File: src/rtl/cq_reader_pkg.sv
// Shared constants and FSM state encoding for the completion-queue reader.
package cq_reader_pkg;

  localparam int DATA_W_DEF = 16;
  localparam int ADDR_W_DEF = 4;
  localparam int DEPTH      = 1 << ADDR_W_DEF;

  typedef enum logic [1:0] {
    ST_IDLE  = 2'd0,
    ST_READ  = 2'd1,
    ST_VALID = 2'd2
  } state_e;

endpackage

File: src/rtl/cq_reader_ptr_reg.sv
// Loadable pointer register with asynchronous active-high reset; holds rd_ptr.
module cq_ptr_reg #(
  parameter int W = 5
) (
  input  logic         clk,
  input  logic         reset,
  input  logic         load_i,
  input  logic [W-1:0] d_i,
  output logic [W-1:0] q_o
);

  // pointer storage: clears on reset, loads when requested
  always_ff @(posedge clk or posedge reset) begin
    if (reset) begin
      q_o <= '0;
    end else if (load_i) begin
      q_o <= d_i;
    end
  end

endmodule

File: src/rtl/cq_reader.sv
// Completion-queue reader: pulls entries from storage one at a time and presents
// them on a registered valid/ready output, tracking occupancy against the writer.
module cq_reader
  import cq_reader_pkg::*;
#(
  parameter int DATA_W = DATA_W_DEF,
  parameter int ADDR_W = ADDR_W_DEF
) (
  input  logic              clk,
  input  logic              reset,
  input  logic [ADDR_W:0]   wr_ptr,
  input  logic [DATA_W-1:0] rd_data,
  input  logic              out_ready,
  input  logic              flush,
  output logic              rd_en,
  output logic [ADDR_W-1:0] rd_addr,
  output logic [ADDR_W:0]   rd_ptr,
  output logic [DATA_W-1:0] out_data,
  output logic              out_valid,
  output logic              empty,
  output logic [ADDR_W:0]   count,
  output logic              ptr_err
);

  localparam logic [ADDR_W:0] DEPTH_L = {1'b1, {ADDR_W{1'b0}}};
  localparam logic [ADDR_W:0] ONE_L   = {{ADDR_W{1'b0}}, 1'b1};

  state_e            state_q, state_d;
  logic              out_valid_q, out_valid_d;
  logic [DATA_W-1:0] out_data_q, out_data_d;
  logic              ptr_err_q, ptr_err_d;
  logic              ptr_load_s;
  logic [ADDR_W:0]   ptr_d;
  logic [ADDR_W:0]   rd_ptr_s;
  logic [ADDR_W:0]   count_s;
  logic              empty_s;
  logic              rd_en_s;

  cq_ptr_reg #(.W(ADDR_W + 1)) u_ptr (
    .clk    (clk),
    .reset  (reset),
    .load_i (ptr_load_s),
    .d_i    (ptr_d),
    .q_o    (rd_ptr_s)
  );

  // occupancy from the live registered pointers of both sides
  always_comb begin
    count_s = wr_ptr - rd_ptr_s;
    empty_s = (rd_ptr_s == wr_ptr);
  end

  // next-state, read strobe and output-register updates; flush overrides everything
  always_comb begin
    state_d     = state_q;
    out_valid_d = out_valid_q;
    out_data_d  = out_data_q;
    rd_en_s     = 1'b0;
    ptr_load_s  = 1'b0;
    ptr_d       = rd_ptr_s + ONE_L;
    if (flush) begin
      ptr_d       = wr_ptr;
      ptr_load_s  = 1'b1;
      out_valid_d = 1'b0;
      state_d     = ST_IDLE;
    end else begin
      case (state_q)
        ST_IDLE: begin
          out_valid_d = 1'b0;
          if (!empty_s) begin
            rd_en_s    = 1'b1;
            ptr_load_s = 1'b1;
            state_d    = ST_READ;
          end else begin
            state_d = ST_IDLE;
          end
        end
        ST_READ: begin
          out_data_d  = rd_data;
          out_valid_d = 1'b1;
          state_d     = ST_VALID;
        end
        ST_VALID: begin
          if (out_ready) begin
            out_valid_d = 1'b0;
            if (!empty_s) begin
              rd_en_s    = 1'b1;
              ptr_load_s = 1'b1;
              state_d    = ST_READ;
            end else begin
              state_d = ST_IDLE;
            end
          end else begin
            out_valid_d = 1'b1;
          end
        end
        default: begin
          out_valid_d = 1'b0;
          state_d     = ST_IDLE;
        end
      endcase
    end
  end

  // sticky overflow flag, cleared only by flush or reset
  always_comb begin
    if (flush) begin
      ptr_err_d = 1'b0;
    end else begin
      ptr_err_d = ptr_err_q | (count_s > DEPTH_L);
    end
  end

  // state and output registers
  always_ff @(posedge clk or posedge reset) begin
    if (reset) begin
      state_q     <= ST_IDLE;
      out_valid_q <= 1'b0;
      out_data_q  <= '0;
      ptr_err_q   <= 1'b0;
    end else begin
      state_q     <= state_d;
      out_valid_q <= out_valid_d;
      out_data_q  <= out_data_d;
      ptr_err_q   <= ptr_err_d;
    end
  end

  assign rd_en     = rd_en_s;
  assign rd_ptr    = rd_ptr_s;
  assign rd_addr   = rd_ptr_s[ADDR_W-1:0];
  assign out_data  = out_data_q;
  assign out_valid = out_valid_q;
  assign empty     = empty_s;
  assign count     = count_s;
  assign ptr_err   = ptr_err_q;

endmodule

File: config.mk
export PLATFORM = sky130hd
export DESIGN_NAME = cq_reader
export DESIGN_NICKNAME = d
export VERILOG_FILES = /design/src/rtl/cq_reader_pkg.sv /design/src/rtl/cq_reader_ptr_reg.sv /design/src/rtl/cq_reader.sv
export SDC_FILE = /design/constraint.sdc
export NUM_CORES = 1
export LEC_CHECK = 0
export CAP_MARGIN = 20
export CORE_ASPECT_RATIO = 0.8
export CORE_UTILIZATION = 41
export DETAILED_ROUTE_END_ITERATION = 8
export GPL_ROUTABILITY_DRIVEN = 1
export HOLD_SLACK_MARGIN = 0.15
export PLACE_DENSITY = 0.83
export SYNTH_ARGS = -nofsm -noshare
export SYNTH_HDL_FRONTEND = slang
export SYNTH_SLANG_ARGS = --single-unit
File: constraint.sdc
create_clock -name clk -period 2.9 [get_ports clk]
set_clock_uncertainty 0.2 [all_clocks]
set_input_delay 0.58 -clock clk [delete_from_list [all_inputs] [get_ports clk]]
set_output_delay 0.58 -clock clk [all_outputs]
set_load 0.05 [all_outputs]
==> out/metrics.cfg, run 1 <==
[sta]
setup_violations=0
slew_viol_final=0
slew_headroom=0.389
worst_slew_pin_slew_ns=0.916
fmax_ghz=0.354
whs_ns=0.309
rsz0062_at_grt=false
fin_crit_sh=0.974
period_needed_ns=2.83
finalHoldViolCount=0

[global_route]
grt_pass1_vias=1174
use_met2=0.402
met3_usage=0.0413
grt.busiest_layer=met2
grt_use_total=0.216
grt_use_met1=0.256
grt_pass1_wl_um=5460
antenna_found_initial=0
grt_max_degree=26
grt_overflow_total=0

[floorplan]
core_area_um2=3090
dieArea_um2=3460
dieWidth_um=65.6
start_util=0.429
num_rows=18
boundaryPins=59
die_h_um=52.8

[clock_tree]
cts.sinks=25
clkTransAtPathRegs_ns=0.08
clk_latency_ns=0.27
cts_made_buffers=3
cts_tree=yes
clk_path_buf_depth=2
cts.htree.levels=1
root_buffer=clkbuf_8
holdBufCountCts=0

[logic_synthesis]
synthesis.area_um2=1330
yosysWarnings=0
synth-seq-area-share=0.472
synthCells=112
synth_cell_types=30
ys_seq_elements=25
synthesis.nets=147
syn_area_per_cell_um2=11.8

[worst_hold_path]
min_path_type=register to register

[route]
ant_nets=0
drtIter0Drc=19
avgRoutedWirePerCell_um=15.9
vias=1093
vias_per_cell=5.04
drt_drc_violations_left=0
wl_um=3440
dr.pass1.iters=4

[place]
dp_hpwl_um=2690
placement.io_buffers=58
placed_area_um2=2080
gp_congestion=0.766

[layout]
num_antenna_cells=0
final_common_cell=clkdlybuf4s50_1
mostFrequentLayoutCells=clkdlybuf4s50_1 (47), dfrtp_1 (25), mux2_2 (16), buf_4 (10), inv_1 (9)
final_area_um2=2180
areaGrowthSynthToFinish_pct=64.6
nets=213
drive_above_1_share=0.299

[worst_setup_path]
slowest_delay_ns=0.34
start_kind=input pin
critPathCaptureType=output port
crit_arrival_ns=2.05
crit_buf_inv=2
required_ns=2.12
crit_chain=dlygate4sd2_1 -> ha_1 -> and4_1 -> and2_2 -> nor3_4 -> buf_12
cp_max_fo=3
timing_worst_setup_path_type=input pin to output port
path_delay_family=simple AND/OR/NAND/NOR gates
crit_path_top_delay_cell=ha_1

[run]
drv_cap=0

[power]
p_leak_uw=0.000966
irDropWorstVdd_mv=0.628
power.density_nw_per_um2=1070

[run_status]
status=finished, final reports clean

-- registers in the layout, indices dropped and copies added, names as in the netlist --
register   flops
ptr_err        1
state_q        2
out_data      16
out_valid      1
u_ptr.q_o      5
-- cells by family (layout without fill, tap and decap cells) --
family | Yosys count | in the layout | synth area share
AND/OR/NAND/NOR | 17 | 17 | 0.0680
multiplexers | 19 | 19 | 0.159
flip-flops | 25 | 25 | 0.472
AO/OA/AOI/OAI | 15 | 15 | 0.0784
XOR/XNOR | 8 | 8 | 0.0586
buffers and inverters | 18 | 83 | 0.0642
adder cells (fa/ha/maj) | 10 | 10 | 0.100
-- area by class of cell --
class	count	area [um^2]
clock buffers	3	41.3
multi-input cells	69	691
repair buffers	68	724
fillers	195	905
well taps	40	50.0
inverters	11	41.3
flip-flops and latches	25	626
clock inverters	1	7.51
-- per-stage QoR --
stage | utilization | total power, uW | cells | setup TNS [ns] | setup slack, ns
floorplan | - | 1520 | 112 | -0.106 | -0.0716
global placement | 0.673 | 2050 | 212 | -0.325 | -0.265
detailed placement | 0.673 | 2100 | 212 | -0.555 | -0.308
CTS | 0.699 | 2330 | 217 | 0 | 0.00366
global route | 0.707 | 2440 | 217 | 0 | 0.00994
finish | 0.707 | 2330 | 217 | 0 | 0.0750
-- Yosys cell counts (all sizes together) --
cell type	count	area, um^2
dfrtp	25	626
mux2	16	180
inv	11	41.3
ha	9	113
xnor2	7	68.8
buf	6	40.0
nand2	5	18.8
o21ai	5	25.0
a211oi	3	27.5
a21oi	3	18.8
mux2i	3	30.0
a21o	2	15.0
nand2b	2	12.5
nand3	2	10.0
nor2	2	7.51
a31oi	1	6.26
and2	1	7.51
and3	1	6.26
and4	1	8.76
clkbuf	1	3.75
fa	1	20.0
nor2b	1	6.26
nor3	1	5.00
o221a	1	11.3
or4	1	7.51
xor2	1	8.76
-- power by group --
group | internal (uW) | switching [uW]
logic | 623 | 933
registers | 479 | 90.5
clock network | 97.4 | 107
-- final timing paths --
check | startpoint | end | slack, ns | depth (start not counted)
setup / recovery | wr_ptr[1] | rd_en | 0.07 | 6
hold / removal | out_data[2] | out_data[2] | 0.31 | 1
setup reg to reg | u_ptr.q_o[0] | ptr_err | 0.59 | 7
hold reg to reg | out_data[2] | out_data[2] | 0.31 | 1
max in group asynchronous | reset | state_q[0] | 1.32 | 2
min in group asynchronous | reset | out_data[15] | 0.61 | 2
-- metal layers --
metal	vias up	share of wire
met5	-	0
met3	7	0.036
met2	32	0.54
li1	506	-
met1	548	0.41
met4	0	0.014
-- timing repair --
item                       4_1_cts  5_1_grt
gates resized for setup          8        7
setup endpoints to repair        5        3
pin swaps                        5        6
setup buffers                    1        0
No activity file was read; power rests on OpenSTA's default activity.
==> run 2: changes to the inputs <==
==> constraint.sdc (replaced) <==
create_clock -name clk -period 2.9 [get_ports clk]
set_clock_uncertainty 0.2 [all_clocks]
set_input_delay 0.58 -clock clk [delete_from_list [all_inputs] [get_ports clk]]
set_output_delay 0.58 -clock clk [all_outputs]
set_load 0.1 [all_outputs]
==> run 2 against run 1 <==
Against the previous run:
- cell count is 1.4% higher
- clock-buffer cell count stayed put
- die area unchanged
- fmax decreased by 1.4%
- core utilization fell by 0.081 points
- highest routed layer unchanged
- sequential share of layout area rose by 0.78 points
- critical path depth did not move
==> out/metrics.cfg, run 2 (synthesized netlist as in run 1, its figures left out) <==
[run_status]
status=finished, final reports clean

[worst_setup_path]
start_kind=input pin
crit_arrival_ns=2.09  ; +0.04 ns
r2r_end=ptr_err
required_ns=2.12  ; about the same
timing_worst_setup_path_type=input pin to output port
crit_buf_inv=2  ; unchanged
cp_max_fo=2  ; -1
path_delay_family=buffers and inverters
r2r_slack_ns=0.57  ; -0.02 ns
reg2reg_depth=8  ; +1
crit_path_top_delay_cell=clkdlybuf4s50_1
slowest_delay_ns=0.53  ; +0.19 ns
r2r_start=u_ptr.q_o[0]
critPathCaptureType=output port
crit_chain=clkdlybuf4s50_1 -> ha_4 -> and4_4 -> and2_4 -> nor3_4 -> buf_12

[global_route]
grt_max_degree=26  ; unchanged
grt_overflow_total=0  ; unchanged
met3_usage=0.0370  ; -0.00435
grt_pass1_wl_um=5340  ; -2.3%
grt.busiest_layer=met2
grt_pass1_vias=1100  ; -6.3%
antenna_found_initial=0  ; unchanged
use_met2=0.378  ; -0.0241
grt_use_met1=0.263  ; +0.00646
grt_use_total=0.211  ; -0.00532

[floorplan]
start_util=0.429  ; unchanged
num_rows=18  ; unchanged
die_h_um=52.8  ; unchanged
dieArea_um2=3460  ; unchanged
core_area_um2=3090  ; unchanged
dieWidth_um=65.6  ; unchanged
boundaryPins=59  ; unchanged

[place]
place_ws_ns=-0.349  ; -0.0410 ns
dp_hpwl_um=2730  ; +1.7%
placement.io_buffers=58  ; unchanged
gp_congestion=0.785  ; +2.5%
dp_cells=215  ; +1.4%

[sta]
period_needed_ns=2.87  ; +0.0402 ns
fin_crit_sh=0.988  ; +0.0139
worst_slew_pin_slew_ns=0.698  ; -0.218 ns
finalHoldViolCount=0  ; unchanged
slew_headroom=0.535  ; +0.146
fmax_ghz=0.349  ; -1.4%
fin_ws_ns=0.0348  ; -0.0402 ns
slew_viol_final=0  ; unchanged
setup_violations=0  ; unchanged

[layout]
areaGrowthSynthToFinish_pct=64.4
stdcell_count=220  ; +1.4%
fillers=220  ; +13%
regArea_um2=642  ; +2.6%
drive_above_1_share=0.522  ; +0.223
nets=216  ; +1.4%
final_common_cell=buf_4
multi_input_comb_area_um2=726  ; +5.1%
largest_register_ffs=16  ; unchanged
num_antenna_cells=0  ; unchanged
mostFrequentLayoutCells=buf_4 (40), clkdlybuf4s50_1 (21), dfrtp_1 (20), mux2_2 (16), buf_12 (7)

[worst_hold_path]
min_path_type=register to register
hold_depth=1  ; unchanged
min_from=out_data[11]
whs_endpoint=out_data[11]

[clock_tree]
clkTransAtPathRegs_ns=0.08  ; about the same
cts_made_buffers=3  ; unchanged
clk_path_buf_depth=2  ; unchanged
root_buffer=clkbuf_8
clk_latency_ns=0.26  ; about the same
cts.htree.levels=1  ; unchanged
cts.sinks=25  ; unchanged
holdBufCountCts=0  ; unchanged
cts_tree=yes

[route]
vias=1061  ; -2.9%
wl_um=3290  ; -4.4%
drtIter0Drc=44  ; +25
dr.pass1.iters=4  ; unchanged
avgRoutedWirePerCell_um=15.0  ; -5.7%
drt_drc_violations_left=0  ; unchanged
vias_per_cell=4.82  ; -4.3%
ant_nets=0  ; unchanged

[run]
drv_cap=0  ; unchanged

## run 2: cell types whose count changed in the layout (fill, tap and decap cells not counted), moves of 3 or more
cell	change
buf_4	+30
clkdlybuf4s50_1	-26
dfrtp_1	-5
dfrtp_4	+4
inv_1	-3
inv_2	+3
## run 2: timing repair
action | in CTS | in global routing
buffers inserted | 0 | 1
endpoints found under the setup margin | 5 | 1
gates cloned | 0 | 0
pin swaps | 4 | 5
resized for setup | 9 | 2
## run 2: per-stage QoR
step | area [um^2] | setup TNS, ns | util | hold WS, ns
6_report | 2180 | 0 | 0.706 | 0.314
5_1_grt | 2180 | -0.0313 | 0.706 | 0.332
3_3_place_gp | 2120 | -0.421 | 0.687 | 0.292
3_5_place_dp | 2120 | -0.667 | 0.687 | 0.297
4_1_cts | 2170 | 0 | 0.704 | 0.316
2_1_floorplan | 1440 | -0.183 | - | 0.313
## run 2: worst max-delay path by stage
stage                 start  endpoint  cells past startpoint
2_1_floorplan  u_ptr.q_o[2]     rd_en                      5
3_3_place_gp      wr_ptr[0]  count[4]                     10
3_5_place_dp      wr_ptr[0]  count[4]                     10
4_1_cts           wr_ptr[0]  count[4]                     10
5_1_grt        u_ptr.q_o[0]  count[4]                      8
6_report          wr_ptr[3]     rd_en                      6
## run 2: layout make-up
class,count,area share
clock buffers,3,0.0190
clock inverters,1,0.00230
inverters,11,0.0190
multi-input cells,69,0.333
flip-flops and latches,25,0.295
well taps,40,0.0230
repair buffers,71,0.309
## run 2: layer usage
metal | up-vias | wire, um | part of all wire
met5 | - | 0 | 0
met4 | 0 | 40 | 0.012
li1 | 511 | - | -
met3 | 4 | 105 | 0.032
met2 | 19 | 1730 | 0.53
met1 | 527 | 1420 | 0.43
Power of run 2 is not shown: default switching activity piles up to over one toggle a cycle in this logic, so the estimate is an artifact.
